===== src/rtl/code38_seq.sv =====
// ----------------------------------------------------------------------------
// code38_seq : FIFO-buffered 3-to-8 decoder replaying codes as active-low
//              one-hot strobes with programmable hold and gap.   Rev 1.0
// ----------------------------------------------------------------------------
`default_nettype none

module code38_seq #(
  parameter int HOLD  = 4,
  parameter int GAP   = 1,
  parameter int DEPTH = 4
) (
  input  logic                     CLK,
  input  logic                     RST,
  input  logic [2:0]               DIN,
  input  logic                     DIN_VALID,
  output logic                     DIN_READY,
  output logic [7:0]               DOUT,
  output logic                     BUSY,
  output logic [$clog2(DEPTH):0]   COUNT
);

  localparam int AW   = $clog2(DEPTH);
  localparam int CMAX = (HOLD > GAP) ? HOLD : GAP;
  localparam int CW   = (CMAX > 2) ? $clog2(CMAX) : 1;
  localparam logic [CW-1:0] c_HOLD_LD = CW'(HOLD - 1);
  localparam logic [CW-1:0] c_GAP_LD  = (GAP > 0) ? CW'(GAP - 1) : '0;
  localparam logic [AW:0]   c_DEPTH   = (AW+1)'(DEPTH);

  typedef enum logic [1:0] {
    S_IDLE  = 2'd0,
    S_DRIVE = 2'd1,
    S_GAP   = 2'd2
  } state_t;

  state_t        r_state, w_state_nxt;
  logic [CW-1:0] r_cnt, w_cnt_nxt;
  logic [7:0]    r_dout, w_dout_nxt;
  logic [2:0]    r_mem [DEPTH];
  logic [AW-1:0] r_wr, r_rd;
  logic [AW:0]   r_count;
  logic          r_ready_en;
  logic          w_push, w_pop, w_has;
  logic [7:0]    w_dec;

  // r_ready_en keeps DIN_READY low through reset and until the first edge after release
  assign w_has     = (r_count != '0);
  assign DIN_READY = r_ready_en && (r_count < c_DEPTH);
  assign w_push    = DIN_VALID && DIN_READY;
  assign w_dec     = ~(8'h80 >> r_mem[r_rd]);
  assign DOUT      = r_dout;
  assign COUNT     = r_count;
  assign BUSY      = (r_state != S_IDLE) || w_has;

  always_comb begin
    w_state_nxt = r_state;
    w_cnt_nxt   = r_cnt;
    w_dout_nxt  = r_dout;
    w_pop       = 1'b0;
    case (r_state)
      S_IDLE: begin
        w_dout_nxt = 8'hFF;
        if (w_has) begin
          w_pop       = 1'b1;
          w_dout_nxt  = w_dec;
          w_cnt_nxt   = c_HOLD_LD;
          w_state_nxt = S_DRIVE;
        end
      end
      S_DRIVE: begin
        if (r_cnt == '0) begin
          if (GAP > 0) begin
            w_dout_nxt  = 8'hFF;
            w_cnt_nxt   = c_GAP_LD;
            w_state_nxt = S_GAP;
          end else if (w_has) begin
            w_pop      = 1'b1;
            w_dout_nxt = w_dec;
            w_cnt_nxt  = c_HOLD_LD;
          end else begin
            w_dout_nxt  = 8'hFF;
            w_state_nxt = S_IDLE;
          end
        end else begin
          w_cnt_nxt = r_cnt - 1'b1;
        end
      end
      S_GAP: begin
        if (r_cnt == '0) begin
          if (w_has) begin
            w_pop       = 1'b1;
            w_dout_nxt  = w_dec;
            w_cnt_nxt   = c_HOLD_LD;
            w_state_nxt = S_DRIVE;
          end else begin
            w_state_nxt = S_IDLE;
          end
        end else begin
          w_cnt_nxt = r_cnt - 1'b1;
        end
      end
      default: begin
        w_state_nxt = S_IDLE;
        w_dout_nxt  = 8'hFF;
        w_cnt_nxt   = '0;
      end
    endcase
  end

  always_ff @(posedge CLK or posedge RST) begin
    if (RST) begin
      r_state    <= S_IDLE;
      r_cnt      <= '0;
      r_dout     <= 8'hFF;
      r_wr       <= '0;
      r_rd       <= '0;
      r_count    <= '0;
      r_ready_en <= 1'b0;
    end else begin
      r_state    <= w_state_nxt;
      r_cnt      <= w_cnt_nxt;
      r_dout     <= w_dout_nxt;
      r_ready_en <= 1'b1;
      if (w_push) r_wr <= r_wr + 1'b1;
      if (w_pop)  r_rd <= r_rd + 1'b1;
      case ({w_push, w_pop})
        2'b10:   r_count <= r_count + 1'b1;
        2'b01:   r_count <= r_count - 1'b1;
        default: r_count <= r_count;
      endcase
    end
  end

  // Storage needs no reset: entries are only read when COUNT says they are valid
  always_ff @(posedge CLK) begin
    if (w_push) r_mem[r_wr] <= DIN;
  end

endmodule

`default_nettype wire


===== config.mk =====
export PLATFORM = sky130hd
export DESIGN_NAME = code38_seq
export DESIGN_NICKNAME = d
export VERILOG_FILES = /design/src/rtl/code38_seq.sv
export SDC_FILE = /design/constraint.sdc
export NUM_CORES = 1
export LEC_CHECK = 0
export BUFFER_PORTS_ARGS = -buffer_cell sky130_fd_sc_hd__buf_2
export CAP_MARGIN = 15
export CORE_ASPECT_RATIO = 1.4
export CORE_UTILIZATION = 55
export DETAILED_ROUTE_END_ITERATION = 10
export HOLD_SLACK_MARGIN = 0.15
export PLACE_DENSITY = 0.73
export SLEW_MARGIN = 20
export SYNTH_ARGS = -nofsm -noshare
export SYNTH_HDL_FRONTEND = slang
export SYNTH_SLANG_ARGS = --single-unit

===== constraint.sdc =====
create_clock -name CLK -period 3.05 [get_ports CLK]
set_clock_uncertainty 0.2 [all_clocks]
set_input_delay 0.305 -clock CLK [delete_from_list [all_inputs] [get_ports CLK]]
set_output_delay 0.305 -clock CLK [all_outputs]
set_load 0.02 [all_outputs]

# Word-level counts from Yosys, hierarchy flattened
# Memories as Yosys holds them, arrays and structs flattened.
# Cells that the tools add are included.
[classes] n_addsub=5 magnitude_cmp=1 n_eq_ne=8 shifts=1 muxes=20 bitwise_logic=1 reduce_logical=10
[ops] operator="8-bit 2-to-1 mux" count=4
[ops] operator="8-bit case mux with 3 select lines" count=1
[ops] operator="2-bit 2-to-1 mux" count=6
[ops] operator="2-bit case mux with 3 select lines" count=2
[ops] operator="2-bit != test (second input constant)" count=4
[ops] operator="8-bit NOT" count=1
[ops] operator="8-bit by 3-bit >> shifter with 8-bit output (first input constant)" count=1
[ops] operator="3-bit case mux with 2 select lines" count=1
[ops] operator="3-bit AND reduction" count=2
[ops] operator="1-bit 2-to-1 mux" count=5
[ops] operator="2-bit by 1-bit adder with 2-bit output (second input constant)" count=2
[ops] operator="2-bit by 1-bit == test with 1-bit output (second input constant)" count=2
[ops] operator="2-bit == test (second input constant)" count=2
[ops] operator="2-bit logical NOT" count=2
[ops] operator="2-bit nonzero test" count=2
[ops] operator="3-bit by 1-bit adder with 3-bit output (second input constant)" count=1
[ops] operator="3-bit < comparator (second input constant)" count=1
[ops] operator="3-bit nonzero test" count=1
[ops] operator="3-bit by 1-bit subtractor with 3-bit output (second input constant)" count=1
[ops] operator="1-bit logical AND" count=2
[ops] operator="1-bit case mux with 2 select lines" count=1
[ops] operator="2-bit by 1-bit subtractor with 2-bit output (second input constant)" count=1
[ops] operator="1-bit logical OR" count=1
[totals] register_bits=20 ram_bits=12 in_bits=6 output_inout_bits=13 elab_cells=54 n_memories=1
[memory_table] name="r_mem" depth=4 width=3 rd=1 rd_clocked_by_memory_dff=0 write_ports=1 line_no="38" source="logic [2:0] r_mem [DEPTH];"

# Depth between registers and ports, before layout
[depth] word_depth=6 ltp_mapped=9 ltp_nobuf=9

# Worst setup path before layout
# Ideal clock, no wire load.
[synth_path] path_kind="flip-flop to flip-flop" startpoint="register r_count[2], in the netlist COUNT[2]" endpoint="register r_count[2], in the netlist COUNT[2]" setup_time_ns=0.134 arrival_ns=2.001 required_ns=2.716 slack_ns=0.714 stages_incl_launch_ff=10 n_path_buf=0 synth_period_minus_slack_ns=2.336 cell_sequence="dfrtp_1 -> nor2b_1 -> and2_1 -> inv_1 -> ha_1 -> inv_1 -> fa_1 -> xor2_1 -> nor2_1 -> xor2_1"
[synth_via] word_cells_on_any_way=13 cone_classes="2 x add/sub; 1 x order compare; 2 x eq/ne; 4 x mux; 4 x reduce/logical"
[synth_lines] element="start: declaration" line_no="40" source="logic [AW:0] r_count;"
[synth_lines] element="start signal: assignment" line_no="126" source="2'b10: r_count <= r_count + 1'b1;"
[synth_lines] element="start signal: assignment" line_no="127" source="2'b01: r_count <= r_count - 1'b1;"
[synth_lines] element="start signal: assignment" line_no="128" source="default: r_count <= r_count;"
[synth_lines] element="3-bit < comparator (*)" line_no="47" source="assign DIN_READY = r_ready_en && (r_count < c_DEPTH);"
[synth_lines] element="1-bit logical AND (*)" line_no="47"
[synth_lines] element="named net DIN_READY" line_no="16" source="output logic DIN_READY,"
[synth_lines] element="1-bit logical AND (*)" line_no="48" source="assign w_push = DIN_VALID && DIN_READY;"
[synth_lines] element="2-bit by 1-bit == test with 1-bit output / 2-bit == test (equally long branches)" line_no="125" source="case ({w_push, w_pop})"
[synth_lines] element="3-bit case mux with 2 select lines / 2-bit nonzero test (equally long branches)"
# The timed path passes the listed nets; every way through them passes the cells marked *.
# A chain may end at the register's enable or synchronous reset.

# Worst setup path after layout
[layout_path] startpoint="register r_cnt[1]" endpoint="register r_count[2], in the netlist COUNT[2]"
[layout_via] elab_chain_cells=5 word_cells_on_any_way=7 cone_classes="2 x eq/ne; 3 x mux; 2 x reduce/logical"
[layout_rtl] element="start: declaration" line_no="36" source="logic [CW-1:0] r_cnt, w_cnt_nxt;"
[layout_rtl] element="start signal: assignment" line_no="120" source="r_cnt <= w_cnt_nxt;"
[layout_rtl] element="2-bit logical NOT (*)" line_no="70, 88"
[layout_rtl] element="1-bit 2-to-1 mux (*)" line_no="88" source="if (r_cnt == '0) begin"
[layout_rtl] element="1-bit case mux with 2 select lines (*)" line_no="59" source="case (r_state)"
[layout_rtl] element="named net w_pop" line_no="42" source="logic w_push, w_pop, w_has;"
[layout_rtl] element="2-bit by 1-bit == test with 1-bit output / 2-bit == test (equally long branches)" line_no="125"
[layout_rtl] element="3-bit case mux with 2 select lines / 2-bit nonzero test (equally long branches)"
# Marked as above.

==> metrics <==
Worst-Margin Slew 0.7273 ns; Critical Path End Type flop; worst hold margin 0.1735 ns; antenna cells 0; hold_buf cts 4; synthesized area roughly 1500 µm²; Fin. Hold Viols 0; setup tns final 0 ns; Routability Congestion between 0.6 and 0.7; via count 912; status completed; Yosys reg bits 32; die area slightly below 3000 µm²; critical path fanouts, max 5; Starting Density 0.5754; share of cells above drive strength 1 0.3284; RSZ-0062 raised after global routing no; clock sink count 32; fin. max-slew vios 0; largest delay contributor family on the critical path adder cells; Cells after Synth 106; final WL between 2000 and 2500 µm; Sw Pwr slightly below 0.8 mW; fin crit period between 2 and 2.5 ns; clock slew at the register clock pins of the worst setup and hold paths 0.10 ns; vias in the first global route roughly 960; reg-to-reg startpoint r_cnt[1]; main area contributors after synthesis edfxtp_1 (24%), dfrtp_1 (20%), dfstp_2 (14%); Post-synth EDFFs 12; Clk pwr share 0.160; YS warnings 0; Worst Path Buf+Inv 1; CTS Buffer Depth 2; Max Cap Viol 0; Total GRT Usage 0.2070; initial antenna violation count 0; CTS buffer count 5; Post-DP Area approximately 1600 µm²; Worst setup SP type flop; Arrival @ worst endpoint about 2.5 ns; Netlist cell types 34; remaining routing DRC violations 0; Sw Share 0.3957; Worst Hold Depth 3; DR pass1 iterations 4; final instance area ~1700 µm²; final worst slack ~0.61 ns; die width around 46 µm; ys flop type edfxtp_1; Final Core Density 0.6678; Final HPWL DP about 1800 µm; WS Path Type reg -> reg; Core ar. ~2600 µm²; sequential power share 0.398; CP Cell Sequence o21a_1 -> nor3_1 -> ha_1 -> inv_1 -> fa_1 -> xor2_1 -> nor2_1 -> xor2_1; Hold Crit Class in -> reg; FF-to-FF path depth 8; FF-to-FF setup slack 0.61 ns; die height about 64 µm; CTS tree done; largest net degree at the start of global routing 21; IO buf count 18; total grt overflow 0; Synth top area share 0.2420; fin crit share 0.7991; worst hold endpoint r_wr[0]; DR iter-0 viols 13; most frequent CP cell xor2_1; residual antenna-violating net count after detailed routing 0; async set-reset flop share out of synthesis 0.6250; Final setup viols 0; Yosys top cell by area edfxtp_1; pre-CTS WS just over 0.6 ns; Max Clk Rate between 0.4 and 0.5 GHz; root buffer cell clkbuf_4; Placed Cells incl. Taps 158; combinational share of power 0.442; WP data required 3.11 ns; post-CTS sizing 0; Area growth syn-to-layout 16.05%; fin nets 145; Pwr Density around 1100 nW/µm²; sequential-to-total area share from yosys stat 0.5849; crit-path max cell delay 0.46 ns; fin cells between 150 and 200; Vias/cell between 5 and 6; Clock Latency Late Sink 0.34 ns; CP max stage cell dfrtp_1; Slew Limit Headroom 0.5146; I/O Pins 19; Avg Cell Area, Syn 14.05 µm²; Pleak ~0.70 nW; Max H-tree Level 2; Pint roughly 1.2 mW; beginning of the worst hold path DIN_VALID; wire per inst around 14 µm; Peak VDD IR approximately 0.75 mV; r2r endpoint COUNT[2]; post-CTS setup buffers 0; first-pass GRT wire length slightly above 4000 µm; Final Power slightly below 2 mW; Site Rows 22; syn_nets 118
[sequential cells by signal, summed over array words and instances (netlist names)]
name        count
COUNT           3
DOUT            8
r_cnt           2
r_mem          12
r_rd            2
r_ready_en      1
r_state         2
r_wr            2
[routing by layer]
layer / up-vias / track usage / share of wire
li1: 437 / - / -
met1: 443 / 0.2194 / 0.38
met2: 26 / 0.3433 / 0.55
met3: 6 / 0.06877 / 0.044
met4: 0 / 0.1103 / 0.030
met5: - / 0 / 0
[cells in the final DEF (no fill, tap or decap)]
cell type,netlist,layout
ha_1,5,5
o21a_1,1,1
dlygate4sd3_1,0,4
mux2i_1,1,1
conb_1,1,1
o21ai_4,1,1
nor2b_1,4,4
o21ai_0,2,2
and3_1,4,4
mux4_2,3,3
nand2_1,3,3
xnor2_1,4,4
nor3_1,1,1
nor2_1,4,4
dfrtp_1,12,12
o22ai_1,2,2
dfstp_2,8,8
inv_1,11,11
buf_2,1,18
fa_1,1,1
a21oi_1,2,2
o32a_1,4,4
nand3b_1,1,1
nor4_4,1,1
xor2_1,3,3
or3_1,1,1
clkinv_2,0,1
clkinvlp_4,0,1
bufinv_16,0,1
nor3_2,1,1
a2bb2oi_2,1,1
mux2_2,2,2
nand4_1,1,1
a2bb2oi_1,4,4
edfxtp_1,12,12
and2_1,2,2
nand4_4,1,1
clkbuf_4,0,5
[synthesized netlist by cell type (3+ instances only)]
library cell / instances
o32a_1: 4
xnor2_1: 4
mux4_2: 3
nor2_1: 4
ha_1: 5
xor2_1: 3
nand2_1: 3
dfstp_2: 8
and3_1: 4
dfrtp_1: 12
a2bb2oi_1: 4
inv_1: 11
edfxtp_1: 12
nor2b_1: 4
[kinds of logic after synthesis]
family | after synthesis | share of synthesized area
AOI/OAI and AO/OA | 17 | 0.09832
xor gates and xnor gates | 7 | 0.04118
adders and majority gates | 6 | 0.05546
buffers and inverters | 13 | 0.03865
DFF | 32 | 0.5849
muxes | 6 | 0.06722
other | 1 | 0.002519
and+or+nand+nor | 24 | 0.1118
[worst register-to-register path: stages (launching register included)]
cell,delay [ns]
dfrtp_1,0.46
o21a_1,0.28
nor3_1,0.32
ha_1,0.25
inv_1,0.06
fa_1,0.37
xor2_1,0.15
nor2_1,0.11
xor2_1,0.17
[layout make-up]
class,instances,area (µm²)
multi-input combinational,61,560.5
clock inverter,3,42.54
timing repair buffer,22,130.1
inverter,11,41.29
sequential,32,870.8
fill,229,859.6
tap,36,45.04
clock buffer,5,37.54
[power groups by stage]
stage               combinational, mW  clock, mW  sequential (mW)
detailed placement              0.881          0            0.801
global route                    0.970      0.346            0.815
floorplan                       0.642          0            0.838
global placement                0.844          0            0.785
finish                          0.877      0.317            0.790
CTS                             0.891      0.328            0.791
[worst max-delay path by stage]
stage / startpoint / to / slack (ns) / depth (start not counted)
global route: r_cnt[1] / COUNT[2] / 0.44 / 8
floorplan: COUNT[2] / COUNT[2] / 0.71 / 9
CTS: r_cnt[0] / COUNT[2] / 0.59 / 8
global placement: r_cnt[0] / COUNT[2] / 0.74 / 8
finish: r_cnt[1] / COUNT[2] / 0.61 / 8
detailed placement: r_cnt[0] / COUNT[2] / 0.61 / 8
Power figures use the tool's default switching activity.
